[src/rtl/cpu_pkg.sv]
// Shared CPU front-end types and widths.
//   ADDR_W        : PC / instruction address width
//   INSTR_W       : instruction word width
//   addr_t        : PC-sized address
//   instr_t       : instruction word
//   fetch_entry_t : one fetch buffer slot, {instr, pc}
package cpu_pkg;
  localparam int ADDR_W  = 11;
  localparam int INSTR_W = 16;

  typedef logic [ADDR_W-1:0]  addr_t;
  typedef logic [INSTR_W-1:0] instr_t;

  typedef struct packed {
    instr_t instr;
    addr_t  pc;
  } fetch_entry_t;
endpackage

[src/rtl/fetch_fifo.sv]
// Small circular fetch buffer with a synchronous clear.
//   clk, rst : clock, async active-high reset
//   clear    : drop all entries (wins over push/pop)
//   push     : write wdata at the tail
//   pop      : retire the head
//   count    : occupied entries, 0..DEPTH
//   head     : entry at the read pointer (registered storage, no bypass)
module fetch_fifo
  import cpu_pkg::*;
#(
  parameter int  DEPTH = 2,
  parameter type T     = fetch_entry_t
) (
  input  logic                       clk,
  input  logic                       rst,
  input  logic                       clear,
  input  logic                       push,
  input  logic                       pop,
  input  T                           wdata,
  output logic [$clog2(DEPTH+1)-1:0] count,
  output T                           head
);
  localparam int CNT_W = $clog2(DEPTH+1);
  localparam int PTR_W = $clog2(DEPTH);

  T                 mem_q [DEPTH];
  logic [PTR_W-1:0] rd_ptr_q, wr_ptr_q;
  logic [CNT_W-1:0] count_q;

  always_ff @(posedge clk or posedge rst) begin
    if (rst) begin
      rd_ptr_q <= '0;
      wr_ptr_q <= '0;
      count_q  <= '0;
      for (int i = 0; i < DEPTH; i++) mem_q[i] <= '0;
    end else if (clear) begin
      // Realign rather than zero so storage stays untouched.
      rd_ptr_q <= wr_ptr_q;
      count_q  <= '0;
    end else begin
      if (push) begin
        mem_q[wr_ptr_q] <= wdata;
        wr_ptr_q        <= wr_ptr_q + PTR_W'(1);
      end
      if (pop) rd_ptr_q <= rd_ptr_q + PTR_W'(1);
      count_q <= count_q + CNT_W'(push) - CNT_W'(pop);
    end
  end

  assign count = count_q;
  assign head  = mem_q[rd_ptr_q];

  // The upstream credit scheme makes these unreachable; hitting one is a bug.
  always @(posedge clk) begin
    if (!rst && !clear) begin
      assert (!(push && count_q == CNT_W'(DEPTH)))
        else $error("fetch_fifo: push into full buffer");
      assert (!(pop && count_q == '0))
        else $error("fetch_fifo: pop from empty buffer");
    end
  end
endmodule

[src/rtl/instr_fetch.sv]
// Fetch stage between the PC counter and the decoder.
//   clk, reset  : clock, async active-high reset
//   pc          : current PC
//   next_instr  : advance request to the PC counter (same as imem_en)
//   flush       : jump being applied; kills buffered and in-flight fetches
//   imem_en     : memory read enable
//   imem_addr   : memory read address (= pc)
//   imem_rdata  : read data, one cycle after imem_en
//   instr       : head instruction
//   instr_pc    : head instruction address
//   instr_valid : head valid
//   instr_ready : decoder accepts head
module instr_fetch
  import cpu_pkg::*;
#(
  parameter int ADDR_W  = cpu_pkg::ADDR_W,
  parameter int INSTR_W = cpu_pkg::INSTR_W,
  parameter int DEPTH   = 2
) (
  input  logic               clk,
  input  logic               reset,
  input  logic [ADDR_W-1:0]  pc,
  output logic               next_instr,
  input  logic               flush,
  output logic               imem_en,
  output logic [ADDR_W-1:0]  imem_addr,
  input  logic [INSTR_W-1:0] imem_rdata,
  output logic [INSTR_W-1:0] instr,
  output logic [ADDR_W-1:0]  instr_pc,
  output logic               instr_valid,
  input  logic               instr_ready
);
  localparam int CNT_W = $clog2(DEPTH+1);
  localparam int CW1   = CNT_W + 1;

  typedef struct packed {
    logic [INSTR_W-1:0] instr;
    logic [ADDR_W-1:0]  pc;
  } entry_t;

  logic              inflight_q, inflight_d;
  logic [ADDR_W-1:0] inflight_addr_q, inflight_addr_d;
  logic [CNT_W-1:0]  fifo_count;
  entry_t            head, wdata;
  logic              pop, push, issue;
  logic [CW1-1:0]    credit_used, credit_lim;

  assign pop = instr_valid & instr_ready;

  // count + inflight - pop < DEPTH, rearranged to avoid underflow.
  assign credit_used = CW1'(fifo_count) + CW1'(inflight_q);
  assign credit_lim  = CW1'(DEPTH) + CW1'(pop);
  assign issue       = !reset && !flush && (credit_used < credit_lim);

  assign imem_en    = issue;
  assign next_instr = issue;
  assign imem_addr  = pc;

  // Data returning in a flush cycle belongs to the killed path.
  assign push        = inflight_q & !flush;
  assign wdata.instr = imem_rdata;
  assign wdata.pc    = inflight_addr_q;

  always_comb begin
    inflight_d      = issue;
    inflight_addr_d = issue ? pc : inflight_addr_q;
  end

  always_ff @(posedge clk or posedge reset) begin
    if (reset) begin
      inflight_q      <= 1'b0;
      inflight_addr_q <= '0;
    end else begin
      inflight_q      <= inflight_d;
      inflight_addr_q <= inflight_addr_d;
    end
  end

  fetch_fifo #(.DEPTH(DEPTH), .T(entry_t)) u_fifo (
    .clk   (clk),
    .rst   (reset),
    .clear (flush),
    .push  (push),
    .pop   (pop),
    .wdata (wdata),
    .count (fifo_count),
    .head  (head)
  );

  assign instr_valid = (fifo_count != '0) && !flush;
  assign instr       = head.instr;
  assign instr_pc    = head.pc;
endmodule

[config.mk]
export PLATFORM = sky130hd
export DESIGN_NAME = instr_fetch
export DESIGN_NICKNAME = d
export VERILOG_FILES = /design/src/rtl/cpu_pkg.sv /design/src/rtl/fetch_fifo.sv /design/src/rtl/instr_fetch.sv
export SDC_FILE = /design/constraint.sdc
export NUM_CORES = 1
export LEC_CHECK = 0
export ABC_CLOCK_PERIOD_IN_PS = 2000
export CAP_MARGIN = 5
export CORE_MARGIN = 2
export CORE_UTILIZATION = 32
export CTS_CLUSTER_DIAMETER = 80
export DETAILED_ROUTE_END_ITERATION = 10
export GPL_ROUTABILITY_DRIVEN = 1
export PLACE_DENSITY = 0.68
export REMOVE_ABC_BUFFERS = 1
export SETUP_SLACK_MARGIN = 0.15
export SLEW_MARGIN = 0
export SYNTH_ARGS = -nofsm -noshare
export SYNTH_HDL_FRONTEND = slang
export SYNTH_SLANG_ARGS = --single-unit
[constraint.sdc]
create_clock -name clk -period 2 [get_ports clk]
set_input_delay 0.4 -clock clk [delete_from_list [all_inputs] [get_ports clk]]
set_output_delay 0.4 -clock clk [all_outputs]
set_load 0.02 [all_outputs]
Word-level counts from Yosys, hierarchy flattened
Cells that the tools add are included.

word-level totals
  input port bits = 31
  output and inout port bits = 41
  register bits after elaboration = 70

operators by class
  order comparisons = 4
  bitwise logic cells = 5
  $add $sub $neg = 6
  mux-type cells = 9
  reduce and logical (&&, ||, !) cells = 9

operators with widths
  kind                   count
  $mux W27               4
  $bwmux W54             1
  $demux W27 S1          1
  $ge A2 B2 Y1 const B   2
  $logic_and A1 B1 Y1    4
  $not A1 Y2             2
  $reduce_bool A2 Y1     2
  $add A2 B1 Y3          1
  $add A2 B1 Y3 const A  1
  $lt A3 B3 Y1           1
  $add A1 B1 Y1 const B  2
  $add A2 B1 Y2          1
  $and A1 B1 Y1          2
  $logic_not A1 Y1       2
  $lt A2 B1 Y1 const B   1
  $mux W1                2
  $mux W2                1
  $reduce_and A2 Y1      1
  $sub A2 B1 Y2          1
  $not A1 Y1             1

Depth between registers and ports, before layout
Gate-level depths: netlist of the first run.

  depth after elaboration = 6
  gate-level depth with buffers = 7
  mapped depth without buffers = 7

Hierarchy
From an unflattened synthesis of the first run, not the netlist that was laid out.

second synthesis, totals
  cells, all modules = 209
  area total of the unflattened synthesis = 3374.5 um^2

by module, submodules not included
  module       sequential area each (um^2)  cells each  area each (um^2)  times used
  fetch_fifo   1451.4                       163         2728.9            1
  instr_fetch  300.3                        46          645.6             1

Worst setup path before layout of the first run
Ideal clock, no wire load.

  kind = reg2out
  start = register u_fifo.count_q[0] (netlist: u_fifo.count[0])
  end = output next_instr
  stages on the path, launching flop included = 8
  path buffers = 2
  slack = -81 ps
  arrival = 1681 ps
  cell sequence = dfrtp_1 > ha_1 > ha_1 > nor4_1 > a31oi_2 > buf_6 > inv_1 > buf_4

between the ends
  word-level cells in the longest chain between the ends = 6

ends and longest elaborated chain
  element                   line               RTL
  start: declaration        fetch_fifo.sv:28   logic [CNT_W-1:0] count_q;
  start signal: assignment  fetch_fifo.sv:46   count_q <= count_q + CNT_W'(push) - CNT_W'(pop);
  $reduce_bool A2 Y1        instr_fetch.sv:90  assign instr_valid = (fifo_count != '0) && !flush;
  $logic_and A1 B1 Y1       instr_fetch.sv:90
  $and A1 B1 Y1             instr_fetch.sv:48  assign pop = instr_valid & instr_ready;
  $add A2 B1 Y3             instr_fetch.sv:52  assign credit_lim = CW1'(DEPTH) + CW1'(pop);
  $lt A3 B3 Y1 (*)          instr_fetch.sv:53  assign issue = !reset && !flush && (credit_used < credit_lim);
  $logic_and A1 B1 Y1 (*)   instr_fetch.sv:53
  end: declaration          instr_fetch.sv:23  output logic next_instr,

Mark *: on every way between the ends. The rest lies on a longest branch, timed or not.

Worst setup path in the final report of the first run
  start = register inflight_q
  end = output imem_en

between the ends
  word-level cells in the longest chain between the ends = 3

ends and longest elaborated chain
  element                   line               RTL
  start: declaration        instr_fetch.sv:41  logic inflight_q, inflight_d;
  start signal: assignment  instr_fetch.sv:74  inflight_q <= inflight_d;
  $add A2 B1 Y3             instr_fetch.sv:51  assign credit_used = CW1'(fifo_count) + CW1'(inflight_q);
  $lt A3 B3 Y1              instr_fetch.sv:53
  $logic_and A1 B1 Y1       instr_fetch.sv:53
  end: declaration          instr_fetch.sv:25  output logic imem_en,

Every way passes these cells.

==> results of run 1 <==
[worst max-delay path by stage]
stage / start / endpoint / slack [ns] / cells past startpoint
after floorplan: flush / u_fifo.mem_q[38] / -0.38 / 3
after global placement: flush / next_instr / -0.49 / 5
after detailed placement: flush / imem_en / -0.55 / 5
after CTS: inflight_q / imem_en / -0.10 / 6
after global routing: inflight_q / imem_en / -0.13 / 6
final: inflight_q / imem_en / -0.04 / 6
[cell type report]
class                           instances  area (sq um)
Clock buffer                            9           124
Clock inverter                          6          87.6
Fill cell                             857          4950
Inverter                                5          18.8
Multi-Input combinational cell        113          1400
Sequential cell                        70          1750
Tap cell                              133           166
Timing Repair Buffer                  102          1140
[power groups by stage]
stage | clock network, mW | logic (mW) | registers [mW]
after detailed placement | 0 | 2.84 | 2.39
after CTS | 1.27 | 3.12 | 2.37
final | 1.22 | 3.44 | 2.38
after global routing | 1.33 | 3.67 | 2.46
after global placement | 0 | 2.80 | 2.34
after floorplan | 0 | 1.64 | 2.32
[cells in the mapped netlist, drive strengths merged (2+ instances only)]
cell type | n | area [sq um]
mux2 | 92 | 1040
dfrtp | 70 | 1750
buf | 20 | 151
inv | 5 | 18.8
ha | 4 | 50.1
nor2b | 2 | 15.0
nor4 | 2 | 12.5
xor2 | 2 | 17.5
[per-stage QoR]
step	hold WS [ns]	std cells	cell area, sq um	util (%)
floorplan	0.466	188	2990	-
global placement	0.481	407	4060	42.1
detailed placement	0.490	407	4060	42.1
CTS	0.506	432	4460	46.3
global route	0.521	438	4690	48.6
finish	0.505	438	4690	48.6
[kinds of logic (layout without fill, tap and decap cells)]
group / Yosys count / after routing / synth area share [%]
xor+xnor: 3 / 3 / 0.836
fa+ha+maj: 4 / 4 / 1.59
flops: 70 / 70 / 55.8
buf+inv: 26 / 122 / 5.54
compound gates: 4 / 4 / 1.19
simple gates: 10 / 10 / 2.11
mux: 92 / 92 / 33.0
[state kept, by name, indices dropped and copies added, names as in the netlist]
signal           cells
inflight_q           1
u_fifo.wr_ptr_q      1
u_fifo.count         2
u_fifo.rd_ptr_q      1
inflight_addr_q     11
u_fifo.mem_q        54
[per-layer routing]
layer  GRT usage [%]  part of all wire, %  vias up
met5               0                    0        -
met4            4.05                 0.57        0
met3            4.47                  5.1        4
met2            20.5                   49       52
met1            16.6                   45     1002
li1                -                    -      910
[what timing repair did]
item	CTS	global route
gates cloned	2	1
resized for setup	200	43
setup buffers	8	5
setup endpoints to repair	43	39
pin swaps	6	3
hold endpoints to repair	0	0
[worst max-delay path, delay by kind of cell, from the launching register on]
kind                       cells  cell delay, ns
adders and majority gates      2            0.47
and+or+nand+nor                1            0.04
AOI/OAI and AO/OA              1            0.20
buffers and inverters          2            0.21
DFF                            1            0.38
==> impl_metrics.tcl, run 1 <==
set metrics [dict create \
    viasPerCell 4.49 \
    hp-start "u_fifo.mem_q[32]" \
    r2r_start "inflight_q" \
    async_reset_ff_share_pct 100 \
    ir_drop_mv 0.640 \
    power_leakage_nw 2.12 \
    total_power_mw 7.04 \
    die_area_sq_um 10600 \
    grt_remaining_overflow 0 \
    hold_class "reg -> reg" \
    cts_hold_buf 0 \
    routedWlPerCell_microns 15.3 \
    worstPathMaxFanout 3 \
    grt_first_pass_wirelength_microns 10400 \
    start_kind "flip-flop" \
    gp_congestion 0.704 \
    area_growth_pct 49.2 \
    r2r_end "inflight_addr_q[9]" \
    coreArea_sq_um 9640 \
    ys_seq_elements 70 \
    whs_endpoint "u_fifo.mem_q[32]" \
    grt_pass1_vias 2151 \
    die_w_microns 103 \
    cts_max_path_buffers 2 \
    mostFrequentLayoutCells "mux2_2 (69), dfrtp_1 (69), buf_6 (39)" \
    clock_sinks 70 \
    drt_iter0_markers 21 \
    hold_viol 0 \
    reg2reg_slack_ns 0.08 \
    seqPwrFrac_pct 33.7 \
    synth_cell_type_count 23 \
    maxCapViolCount 0 \
    num_rows 36 \
    p_clk_share_pct 17.4 \
    pre_cts_ws_ns -0.548 \
    antenna_found_initial 0 \
    start_util_pct 32.6 \
    crit_arrival_ns 1.64 \
    drc 0 \
    cts_tree "yes" \
    clock-root-buffer "clkbuf_8" \
    diodes 0 \
    clk_latency_ns 0.34 \
    via_count 1968 \
    drt_first_pass_iters 2 \
    synth-main-ff-cell "dfrtp_1" \
    switching_share_pct 31.3 \
    critPathMaxStageDelay_ns 0.38 \
    io_pins 72 \
    power.density_nw_per_um2 1500 \
    p_int_mw 4.84 \
    relSlewSlack_pct 70.0 \
    path_class "reg -> out" \
    required_ns 1.60 \
    layout_setup_ws_ns -0.0425 \
    antenna_left 0 \
    drive_gt1_share_pct 61.3 \
    grt_usage_pct 12.9 \
    worstPathCellList "ha_2, ha_4, nor4_4, a31oi_2, inv_2, buf_6" \
    avgSynthCellArea_sq_um 15.0 \
    cts_made_buffers 9 \
    syn_area_sq_um 3140 \
    htreeDepth 3 \
    slew_violations 0 \
    whs_path_depth 1 \
    grt_max_degree 36 \
    nets 336 \
    finalCritPeriodShare_pct 102 \
    cp_slowest_cell "dfrtp_1" \
    yosysSeqAreaShare_pct 55.8 \
    critPathCaptureType "output port" \
    routed_wl_microns 6710 \
    tightestPinTransition_ns 0.451 \
    port_buffers 71 \
    synth-edff-count 0 \
    clock.fmax_ghz 0.490 \
    fin_worst_skew_ns 0.0101 \
    dp_hpwl_microns 4190 \
    tns_ns -0.0849 \
    clk_pin_slew_worst_paths_ns 0.08 \
    yosys_warnings 0 \
    rr_worst_depth 8 \
    synth_cells 209 \
    p_comb_share_pct 48.9 \
    rsz0062_at_grt "true" \
    fp.dieH_microns 103 \
    setup_violations 2 \
    failed_checks "negative setup slack" \
    status "complete, but fails checks" \
    switchingPower_mw 2.20 \
    fin_crit_ns 2.04 \
]
Power figures use the tool's default switching activity.
==> run 2, diff against run 1 <==
--- a/config.mk
+++ b/config.mk
@@ -8,7 +8,6 @@
 export ABC_CLOCK_PERIOD_IN_PS = 2000
 export CAP_MARGIN = 5
-export CORE_MARGIN = 2
 export CORE_UTILIZATION = 32
-export CTS_CLUSTER_DIAMETER = 80
+export CTS_CLUSTER_DIAMETER = 60
 export DETAILED_ROUTE_END_ITERATION = 10
 export GPL_ROUTABILITY_DRIVEN = 1
==> constraint.sdc (replaced) <==
create_clock -name clk -period 2 [get_ports clk]
set_input_delay 0.6 -clock clk [delete_from_list [all_inputs] [get_ports clk]]
set_output_delay 0.6 -clock clk [all_outputs]
set_load 0.02 [all_outputs]
==> run 2 against run 1 <==
- the run still ends with negative setup slack left
- hold slack better by 0.0038 ns
- non-clock buffer count down 2
- first-iteration DRC count up 9.5%
- register-to-register slack worse by 0.02 ns
- critical path depth unchanged
- combinational power down 4%
- clock skew down 0.0016 ns
- count of clock-buffer cells in the layout up 2
- via count down 0.86%
- highest routed layer unchanged
==> impl_metrics.tcl, run 2 (synthesized netlist as in run 1, its figures left out) <==
set metrics [dict create \
    failed_checks "negative setup slack" \
    antenna_found_initial 0 \
    die_w_microns 101 \
    whs_endpoint "u_fifo.mem_q[50]" \
    htreeDepth 3 \
    drive_gt1_share_pct 62.7 \
    path_common_cell "ha_4" \
    tightestPinTransition_ns 0.387 \
    clock_sinks 70 \
    port_buffers 71 \
    area_growth_pct 43.6 \
    p_int_mw 4.50 \
    power.density_nw_per_um2 1480 \
    clock-root-buffer "clkbuf_8" \
    cts_max_path_buffers 2 \
    cts_tree "yes" \
    critPathMaxStageDelay_ns 0.42 \
    rr_worst_depth 8 \
    cp_slowest_cell "dfrtp_1" \
    path_delay_family "adder cells" \
    path_class "reg -> out" \
    via_count 1951 \
    seqPwrFrac_pct 36.2 \
    routedWlPerCell_microns 14.9 \
    grt_usage_pct 13.4 \
    dp_hpwl_microns 4200 \
    largest_register "u_fifo.mem_q" \
    hold_class "reg -> reg" \
    path_buf_inv 2 \
    die_area_sq_um 10200 \
    rsz0062_at_grt "true" \
    utilization_pct 48.2 \
    crit_arrival_ns 1.68 \
    clk_latency_ns 0.34 \
    worstPathCellList "ha_4, ha_4, nor4_4, a31oi_2, inv_2, buf_6" \
    start_util_pct 33.5 \
    drt_iter0_markers 23 \
    p_clk_share_pct 14.1 \
    grt_first_pass_wirelength_microns 10300 \
    status "complete, but fails checks" \
    critPathCaptureType "output port" \
    largest_reg_flops 54 \
    layout_setup_ws_ns -0.279 \
    cts_hold_buf 0 \
    clock.fmax_ghz 0.439 \
    grt_pass1_vias 2149 \
    fin_crit_ns 2.28 \
    ir_drop_mv 0.673 \
    maxCapViolCount 0 \
    clk_pin_slew_worst_paths_ns 0.07 \
    gp_congestion 0.688 \
    reg2reg_slack_ns 0.06 \
    fin_worst_skew_ns 0.00856 \
    drt_first_pass_iters 4 \
    routed_wl_microns 6420 \
    worstPathMaxFanout 3 \
    nets 334 \
    diodes 0 \
    final_cells 432 \
    num_rows 35 \
    viasPerCell 4.52 \
    switchingPower_mw 2.16 \
    start_kind "flip-flop" \
    place_inst 410 \
    whs_path_depth 1 \
    grt_max_degree 40 \
    io_pins 72 \
    tns_ns -2.11 \
    drc 0 \
    fp.dieH_microns 101 \
    p_comb_share_pct 49.7 \
    required_ns 1.40 \
    r2r_end "u_fifo.count[0]" \
    coreArea_sq_um 9370 \
    relSlewSlack_pct 74.2 \
    grt_remaining_overflow 0 \
    slew_violations 0 \
    setup_violations 29 \
    hp-start "u_fifo.mem_q[50]" \
    antenna_left 0 \
    r2r_start "u_fifo.count[0]" \
    power_leakage_nw 2.09 \
    switching_share_pct 32.4 \
    mostFrequentLayoutCell "dfrtp_1" \
    hold_viol 0 \
    finalCritPeriodShare_pct 114 \
    cts_made_buffers 9 \
    mostFrequentLayoutCells "dfrtp_1 (69), mux2_2 (67), buf_6 (35)" \
    total_power_mw 6.66 \
]
## run 2: power groups by stage
stage / sequential, mW / combinational (mW) / clock (mW)
after floorplan: 2.32 / 1.64 / 0
after global placement: 2.34 / 2.80 / 0
after detailed placement: 2.39 / 2.84 / 0
after CTS: 2.37 / 2.53 / 0.989
after global routing: 2.49 / 3.53 / 1.05
final: 2.41 / 3.31 / 0.939
## run 2: layer usage
layer	share of wire (%)	wire length (microns)	track usage, %	vias to the layer above
met2	51	3290	23.5	50
li1	-	-	-	905
met5	0	0	0	-
met4	1.4	93	4.68	0
met1	43	2730	15.3	986
met3	4.8	305	4.30	10
## run 2: area by class of cell
type / instances / area [sq um]
well taps: 129 / 161
fillers: 878 / 4860
flip-flops and latches: 70 / 1750
clock buffers: 11 / 131
multi-input cells: 113 / 1380
inverters: 5 / 18.8
clock inverters: 4 / 25.0
repair buffers: 100 / 1050
## run 2: worst reg2reg max path, cell delays in order (launching register included)
cell,delay (ns)
dfrtp_1,0.42
buf_4,0.15
o21ba_2,0.22
buf_4,0.14
and2_1,0.16
ha_1,0.27
inv_1,0.04
ha_1,0.27
and2b_2,0.19
## run 2: per-stage QoR
step	setup WS, ns	area, sq um	hold WS, ns
3_3_place_gp	-0.863	4110	0.482
2_1_floorplan	-0.585	2990	0.474
4_1_cts	-0.264	4180	0.507
3_5_place_dp	-0.870	4110	0.489
6_report	-0.279	4510	0.508
5_1_grt	-0.339	4510	0.519
## run 2: how the worst max path moves through the flow
stage / startpoint / endpoint / slack (ns) / depth (start not counted)
after floorplan: flush / u_fifo.mem_q[38] / -0.58 / 3
after global placement: flush / imem_en / -0.86 / 5
after detailed placement: flush / next_instr / -0.87 / 5
after CTS: u_fifo.count[0] / next_instr / -0.26 / 5
after global routing: u_fifo.count[0] / imem_en / -0.34 / 6
final: u_fifo.count[0] / next_instr / -0.28 / 6
## run 2: timing repair
action                                  CTS  global route
pin swaps                                 5             0
buffers inserted                          0             6
endpoints found under the setup margin   92            55
resized for setup                       143           137
gates cloned                              0             1
==> run 3, diff against run 2 <==
- CAP_MARGIN: 5 -> default
==> results of run 3 <==
No change in the layout: final DEF, timing and power equal those of run 2.
